<file path="src/rtl/axi4l_gpio_slave.sv">
// axi4l_gpio_slave: AXI4-Lite subordinate exposing a five-register GPIO bank
// (OUT, DIR, IN, IRQ_EN, IRQ_STAT) with a synchronised input path and a
// registered level interrupt. One transaction is serviced at a time.
module axi4l_gpio_slave #(
  parameter int addr_width = 32,
  parameter int data_width = 32,
  parameter int gpio_width = 32
) (
  input  logic                    clk,
  input  logic                    rst,
  input  logic [addr_width-1:0]   AWADDR,
  input  logic                    AWVALID,
  output logic                    AWREADY,
  input  logic [data_width-1:0]   WDATA,
  input  logic [data_width/8-1:0] WSTRB,
  input  logic                    WVALID,
  output logic                    WREADY,
  output logic [1:0]              BRESP,
  output logic                    BVALID,
  input  logic                    BREADY,
  input  logic [addr_width-1:0]   ARADDR,
  input  logic                    ARVALID,
  output logic                    ARREADY,
  output logic [data_width-1:0]   RDATA,
  output logic [1:0]              RRESP,
  output logic                    RVALID,
  input  logic                    RREADY,
  input  logic [gpio_width-1:0]   gpio_in,
  output logic [gpio_width-1:0]   gpio_out,
  output logic [gpio_width-1:0]   gpio_oe,
  output logic                    irq
);

  localparam int StrbWidth = data_width / 8;

  typedef enum logic [1:0] {
    ST_IDLE  = 2'd0,
    ST_WDATA = 2'd1,
    ST_WRESP = 2'd2,
    ST_RDATA = 2'd3
  } state_e;

  localparam logic [1:0] RespOkay   = 2'b00;
  localparam logic [1:0] RespSlvErr = 2'b10;

  localparam logic [2:0] RegOut     = 3'd0;
  localparam logic [2:0] RegDir     = 3'd1;
  localparam logic [2:0] RegIn      = 3'd2;
  localparam logic [2:0] RegIrqEn   = 3'd3;
  localparam logic [2:0] RegIrqStat = 3'd4;

  state_e                state_q, state_d;
  logic [gpio_width-1:0] out_q, out_d;
  logic [gpio_width-1:0] dir_q, dir_d;
  logic [gpio_width-1:0] ien_q, ien_d;
  logic [gpio_width-1:0] stat_q, stat_d;
  logic [gpio_width-1:0] sync1_q, sync2_q, prev_q;
  logic [addr_width-1:0] awaddr_q, awaddr_d;
  logic [data_width-1:0] rdata_q, rdata_d;
  logic [1:0]            rresp_q, rresp_d;
  logic [1:0]            bresp_q, bresp_d;
  logic                  bvalid_q, bvalid_d;
  logic                  rvalid_q, rvalid_d;
  logic                  irq_q;

  logic [gpio_width-1:0] wmask_s;
  logic [gpio_width-1:0] wdata_s;
  logic [gpio_width-1:0] rd_sel_s;
  logic [gpio_width-1:0] stat_clr_s;
  logic [gpio_width-1:0] stat_set_s;

  // Misaligned, above the 32-byte window, or an unmapped slot (5..7).
  function automatic logic addr_bad(input logic [addr_width-1:0] a);
    logic [addr_width-1:0] upper;
    upper = a >> 5;
    return (a[1:0] != 2'b00) || (upper != '0) || (a[4:2] > RegIrqStat);
  endfunction

  // Expand byte strobes into a per-bit mask over the implemented pins.
  function automatic logic [gpio_width-1:0] lane_mask(input logic [StrbWidth-1:0] s);
    logic [data_width-1:0] m;
    m = '0;
    for (int i = 0; i < data_width; i++) begin
      m[i] = s[i/8];
    end
    return m[gpio_width-1:0];
  endfunction

  assign wmask_s  = lane_mask(WSTRB);
  assign wdata_s  = WDATA[gpio_width-1:0];

  assign ARREADY  = (state_q == ST_IDLE) && !rst;
  assign AWREADY  = (state_q == ST_IDLE) && !ARVALID && !rst;
  assign WREADY   = (state_q == ST_WDATA) && !rst;
  assign BVALID   = bvalid_q;
  assign BRESP    = bresp_q;
  assign RVALID   = rvalid_q;
  assign RDATA    = rdata_q;
  assign RRESP    = rresp_q;
  assign gpio_out = out_q;
  assign gpio_oe  = dir_q;
  assign irq      = irq_q;

  // Read mux: register contents selected by the incoming read address.
  always_comb begin
    rd_sel_s = '0;
    case (ARADDR[4:2])
      RegOut:     rd_sel_s = out_q;
      RegDir:     rd_sel_s = dir_q;
      RegIn:      rd_sel_s = sync2_q;
      RegIrqEn:   rd_sel_s = ien_q;
      RegIrqStat: rd_sel_s = stat_q;
      default:    rd_sel_s = '0;
    endcase
  end

  // Next-state logic for the bus FSM, register writes and interrupt status.
  always_comb begin
    state_d    = state_q;
    out_d      = out_q;
    dir_d      = dir_q;
    ien_d      = ien_q;
    awaddr_d   = awaddr_q;
    rdata_d    = rdata_q;
    rresp_d    = rresp_q;
    bresp_d    = bresp_q;
    bvalid_d   = bvalid_q;
    rvalid_d   = rvalid_q;
    stat_clr_s = '0;
    stat_set_s = '0;
    stat_d     = stat_q;

    case (state_q)
      ST_IDLE: begin
        if (ARVALID) begin
          // Reads win over writes; data is captured at the AR handshake.
          if (addr_bad(ARADDR)) begin
            rdata_d = '0;
            rresp_d = RespSlvErr;
          end else begin
            rdata_d = data_width'(rd_sel_s);
            rresp_d = RespOkay;
          end
          rvalid_d = 1'b1;
          state_d  = ST_RDATA;
        end else if (AWVALID) begin
          awaddr_d = AWADDR;
          state_d  = ST_WDATA;
        end else begin
          state_d = ST_IDLE;
        end
      end
      ST_WDATA: begin
        if (WVALID) begin
          if (addr_bad(awaddr_q) || (awaddr_q[4:2] == RegIn)) begin
            bresp_d = RespSlvErr;
          end else begin
            bresp_d = RespOkay;
            case (awaddr_q[4:2])
              RegOut:     out_d      = (out_q & ~wmask_s) | (wdata_s & wmask_s);
              RegDir:     dir_d      = (dir_q & ~wmask_s) | (wdata_s & wmask_s);
              RegIrqEn:   ien_d      = (ien_q & ~wmask_s) | (wdata_s & wmask_s);
              RegIrqStat: stat_clr_s = wdata_s & wmask_s;
              default:    stat_clr_s = '0;
            endcase
          end
          bvalid_d = 1'b1;
          state_d  = ST_WRESP;
        end else begin
          state_d = ST_WDATA;
        end
      end
      ST_WRESP: begin
        if (BREADY) begin
          bvalid_d = 1'b0;
          state_d  = ST_IDLE;
        end else begin
          bvalid_d = 1'b1;
        end
      end
      ST_RDATA: begin
        if (RREADY) begin
          rvalid_d = 1'b0;
          state_d  = ST_IDLE;
        end else begin
          rvalid_d = 1'b1;
        end
      end
      default: begin
        state_d = ST_IDLE;
      end
    endcase

    // Rising edge on an input pin sets status; a coincident clear loses.
    stat_set_s = sync2_q & ~prev_q & ~dir_q;
    stat_d     = (stat_q & ~stat_clr_s) | stat_set_s;
  end

  // State, register bank, synchroniser and interrupt flops.
  always_ff @(posedge clk) begin
    if (rst) begin
      state_q  <= ST_IDLE;
      out_q    <= '0;
      dir_q    <= '0;
      ien_q    <= '0;
      stat_q   <= '0;
      sync1_q  <= '0;
      sync2_q  <= '0;
      prev_q   <= '0;
      awaddr_q <= '0;
      rdata_q  <= '0;
      rresp_q  <= 2'b00;
      bresp_q  <= 2'b00;
      bvalid_q <= 1'b0;
      rvalid_q <= 1'b0;
      irq_q    <= 1'b0;
    end else begin
      state_q  <= state_d;
      out_q    <= out_d;
      dir_q    <= dir_d;
      ien_q    <= ien_d;
      stat_q   <= stat_d;
      sync1_q  <= gpio_in;
      sync2_q  <= sync1_q;
      prev_q   <= sync2_q;
      awaddr_q <= awaddr_d;
      rdata_q  <= rdata_d;
      rresp_q  <= rresp_d;
      bresp_q  <= bresp_d;
      bvalid_q <= bvalid_d;
      rvalid_q <= rvalid_d;
      irq_q    <= |(stat_q & ien_q);
    end
  end

endmodule

</file>
<file path="config.mk">
export PLATFORM = sky130hd
export DESIGN_NAME = axi4l_gpio_slave
export DESIGN_NICKNAME = d
export VERILOG_FILES = /design/src/rtl/axi4l_gpio_slave.sv
export SDC_FILE = /design/constraint.sdc
export NUM_CORES = 1
export LEC_CHECK = 0
export CORE_UTILIZATION = 55
export CTS_BUF_LIST = sky130_fd_sc_hd__clkbuf_16
export DETAILED_ROUTE_END_ITERATION = 8
export PLACE_DENSITY_LB_ADDON = 0.05
export SLEW_MARGIN = 0
export SYNTH_ARGS = -nofsm -noshare
export SYNTH_HDL_FRONTEND = slang
export SYNTH_SLANG_ARGS = --single-unit
export TNS_END_PERCENT = 1
</file>
<file path="constraint.sdc">
create_clock -name clk -period 4.1 [get_ports clk]
set_clock_uncertainty 0.1 [all_clocks]
set_input_delay 0.82 -clock clk [delete_from_list [all_inputs] [get_ports clk]]
set_output_delay 0.82 -clock clk [all_outputs]
set_load 0.01 [all_outputs]
</file>
* Yosys cells after proc, flatten, opt, wreduce, memory -nomap -nowiden
Index checks and enable logic that the tools add are counted.
W data, S select, Z words.
** Storage, ports and cells
- Register bits :: 297
- Bits of input ports :: 139
- Output and inout bits :: 106
- Word-level logic and storage cells :: 100
** Cells by class
- Order comparisons :: 2
- Eq/ne operators :: 15
- Muxes and demuxes :: 20
- Bitwise logic cells :: 18
- Reductions and logical operators :: 30
** Operator list (number)
- $and A32 B32 Y32 :: 8
- $mux W32 :: 5
- $pmux W32 S5 :: 1
- $not A32 Y32 :: 4
- $or A32 B32 Y32 :: 4
- $reduce_bool A32 Y1 :: 2
- $reduce_or A32 Y1 :: 1
- $eq A3 B2 Y1 const B :: 4
- $mux W2 :: 6
- $reduce_and A4 Y1 :: 3
- $reduce_and A2 Y1 :: 5
- $ne A2 B2 Y1 const B :: 4
- $pmux W2 S4 :: 1
- $reduce_bool A2 Y1 :: 4
- $eq A3 B1 Y1 const B :: 2
- $eq A3 B3 Y1 const B :: 2
- $gt A3 B3 Y1 const B :: 2
- $logic_not A3 Y1 :: 2
- $logic_or A1 B1 Y1 :: 5
- $mux W1 :: 5
- $eq A2 B2 Y1 const B :: 2
- $logic_and A1 B1 Y1 :: 4
- $pmux W1 S2 :: 2
- $reduce_and A3 Y1 :: 1
- other kinds (4) :: 6

* Logic depth before layout (Yosys ltp)
- Depth after elaboration :: 10
- Depth in mapped cells :: 6

* Worst setup path before layout
No wires, ideal clock.
- Path kind :: input to output
- From :: input rst
- To :: output AWREADY
- Data arrival time :: 1999 ps
- Setup slack :: 1181 ps
- Cell stages on the path :: 5
- Path buffers :: 4
- Cells stage by stage :: clkbuf_1 -> clkbuf_1 -> clkbuf_1 -> clkbuf_1 -> nor4_1
** Between the ends
- Word-level cells in the longest chain between the ends :: 2
** RTL lines
- start: declaration :: RTL line 10 : input logic rst,
- $logic_not A1 Y1 :: RTL line 93 : assign AWREADY = (state_q == ST_IDLE) && !ARVALID && !rst;
- $logic_and A1 B1 Y1 :: RTL line 93
- end: declaration :: RTL line 13 : output logic AWREADY,
Every way passes these cells.

* Worst setup path after layout
- From :: register state_q[0]
- To :: output WREADY
** Between the ends
- Word-level cells in the longest chain between the ends :: 2
** RTL lines
- start: declaration :: RTL line 52 : state_e state_q, state_d;
- start signal: assignment :: RTL line 218 : state_q <= state_d;
- $eq A2 B1 Y1 :: RTL line 94 : assign WREADY = (state_q == ST_WDATA) && !rst;
- $logic_and A1 B1 Y1 :: RTL line 94
- end: declaration :: RTL line 17 : output logic WREADY,
Every way passes these cells.

==> run summary <==
Outcome = finished clean
Vias in the first global route = 9133
GRT Residual Overflow = 0
Vias per cell = 5.54
Pin count of the biggest net entering global routing = 119
Effective utilization at floorplan = 56.6%
Initial DRT Pass Iterations = 5
Die width = 150 um
GPL Wtd Cong = 0.813
Ys Warns = 0
Commonest non-fill, non-tap cell in the layout = dfxtp_1
Fin Setup TNS = 0 ns
Post-synth EDFFs = 0
Syn-to-layout area delta = 28.5%
Layout cell share with drive strength beyond 1 = 5.82%
Via count = 9526
Max-cap viol count = 0
Fmax achieved = 0.322 GHz
Antenna Nets Post-Route = 0
Slew HR = 31.4%
Most frequent cells in the layout = dfxtp_1 (295), clkdlybuf4s50_1 (240), nor2b_1 (136)
Clk_lat worst skew = 0.55 ns
Hold-fix buffers, CTS = 0
GRT Total Usage = 27.7%
TritonCTS Sinks = 295
First DRT Iteration DRCs = 529
CP Max Fanout = 13
H-Tree Depth = 1
Clock tree buffer depth = 3
Power density over cell area = 388 mW/mm^2
CTS Buf Count = 30
Fin nets = 1561
Slew Limit Fails = 0
CTS tree = yes
Critical path class = reg2out
P_int = 4.57 mW
WL/cell = 18.3 um
Worst-path clk slew = 0.06 ns
Final HPWL DP = 21300 um
CTS Root Cell = clkbuf_16
Period Utilization, post-route = 75.9%
Switching pwr = 1.42 mW
Fin crit period = 3.11 ns
RSZ-0062 raised after global routing = false
VDD IR max = 0.349 mV
Mapped Cells = 1210
Sw frac = 23.8%
Synth Flop Type = dfxtp_1
# diodes = 0
Post-Route WL = 31400 um
Pwr Total = 6.00 mW
Hold Vio Cnt, Final = 0
Arr. time, crit path = 2.19 ns
Dominant cells by area after synthesis = dfxtp_1 (49%), mux2i_1 (11%), nor2b_1 (7.1%)
CTS resizes = 0
Clock share of power = 40.5%
Flops & latches, synth = 295
Io pins = 245
First-pass GRT wire length = 48900 um
Leading area contributor after synthesis = dfxtp_1
Avg Inst Size Synth = 9.93 sq um
Synth async-reset ratio = 0%
Die Y = 150 um
Synth unique cells = 43
Slew @ Worst Pin = 1.03 ns
Final setup vio count = 0
Area of the mapped netlist = 0.0120 sq mm
Drt drc = 0
Initial antenna violation count = 1
Hold crit path type = reg2reg
Top-area cell type share of the netlist area = 49.1%
Seq/Total Area, Yosys = 49.1%
Sequential share of power = 50.1%
Post-CTS Setup Repair Bufs = 0
Core area = 0.0212 sq mm
WP data required = 3.18 ns
I/O Buffers = 242
Core Rows = 53
Die area = 0.0224 sq mm
CP Launch Type = flip-flop
CP Capture Type = output port
Leak = 5.75 nW
Combinational fraction of design power = 9.4%
R2R Setup Slk = 1.24 ns
-- final cells by class --
type | instances | area, sq um
Clock buffer | 31 | 776
Clock inverter | 22 | 92.6
Fill cell | 1654 | 5770
Inverter | 1 | 3.75
Multi-Input combinational cell | 837 | 5790
Sequential cell | 295 | 5910
Tap cell | 275 | 344
Timing Repair Buffer | 257 | 2530
-- power groups by stage --
stage	clock (mW)	combinational, mW	sequential [mW]
6_report	2.43	0.561	3.01
5_1_grt	2.59	0.605	3.01
4_1_cts	2.46	0.561	3.00
3_5_place_dp	0	0.558	3.07
3_3_place_gp	0	0.551	3.07
2_1_floorplan	0	0.342	3.05
-- through the flow --
| stage | area (sq um) | setup WS (ns) | instances | hold WS [ns] | utilization, % |
|---|---|---|---|---|---|
| after CTS | 15400 | 1.00 | 1718 | 0.328 | 72.8 |
| after detailed placement | 14600 | 0.780 | 1665 | 0.325 | 68.7 |
| final | 15400 | 0.990 | 1718 | 0.331 | 72.8 |
| after global routing | 15400 | 0.916 | 1718 | 0.348 | 72.8 |
| after floorplan | 12000 | 1.18 | 1211 | 0.314 | - |
| after global placement | 14600 | 0.830 | 1665 | 0.317 | 68.7 |
-- critical path: stages (launching register included) --
cell and delay [ns]:
dfxtp_1 0.58, nor2b_2 0.34, nor2b_1 0.18, clkdlybuf4s50_1 0.55
-- metal layers --
metal	vias up	share of wire, %	GRT usage, %
met5	-	0.041	0
met4	2	2.5	7.93
met3	59	6.0	4.70
met2	267	45	44.3
met1	4531	46	38.5
li1	4667	-	-
-- worst paths after layout --
path,end,from,depth (start not counted)
min,sync2_q[13],sync1_q[13],1
min reg2reg,sync2_q[13],sync1_q[13],1
max,WREADY,state_q[0],3
max reg2reg,flip-flop,state_q[0],4
-- synthesized netlist by cell type, types with 3 or more instances --
| cell | instances |
|---|---|
| a211oi_1 | 32 |
| a21oi_1 | 40 |
| a221oi_1 | 30 |
| a22oi_1 | 17 |
| and2_1 | 5 |
| and3_1 | 3 |
| buf_1 | 3 |
| buf_2 | 8 |
| buf_6 | 4 |
| clkbuf_1 | 60 |
| dfxtp_1 | 295 |
| mux2i_1 | 128 |
| nand2_1 | 103 |
| nand2b_1 | 129 |
| nand4_1 | 15 |
| nand4_2 | 6 |
| nor2_1 | 41 |
| nor2b_1 | 136 |
| nor3_1 | 10 |
| nor3b_1 | 34 |
| nor4_1 | 9 |
| nor4_2 | 3 |
| nor4_4 | 9 |
| o21ai_0 | 18 |
| o21ai_1 | 16 |
| o2bb2ai_1 | 30 |
| or4_1 | 5 |
-- cells by family (layout without fill, tap and decap cells) --
logic type	count (synthesis)	in the layout	synth area share, %
buf+inv	79	311	2.87
mux	130	130	11.0
simple gates	518	518	26.2
compound gates	187	187	10.8
flops	295	295	49.1
other cells	1	2	0.0312
No activity file was read; power rests on OpenSTA's default activity.
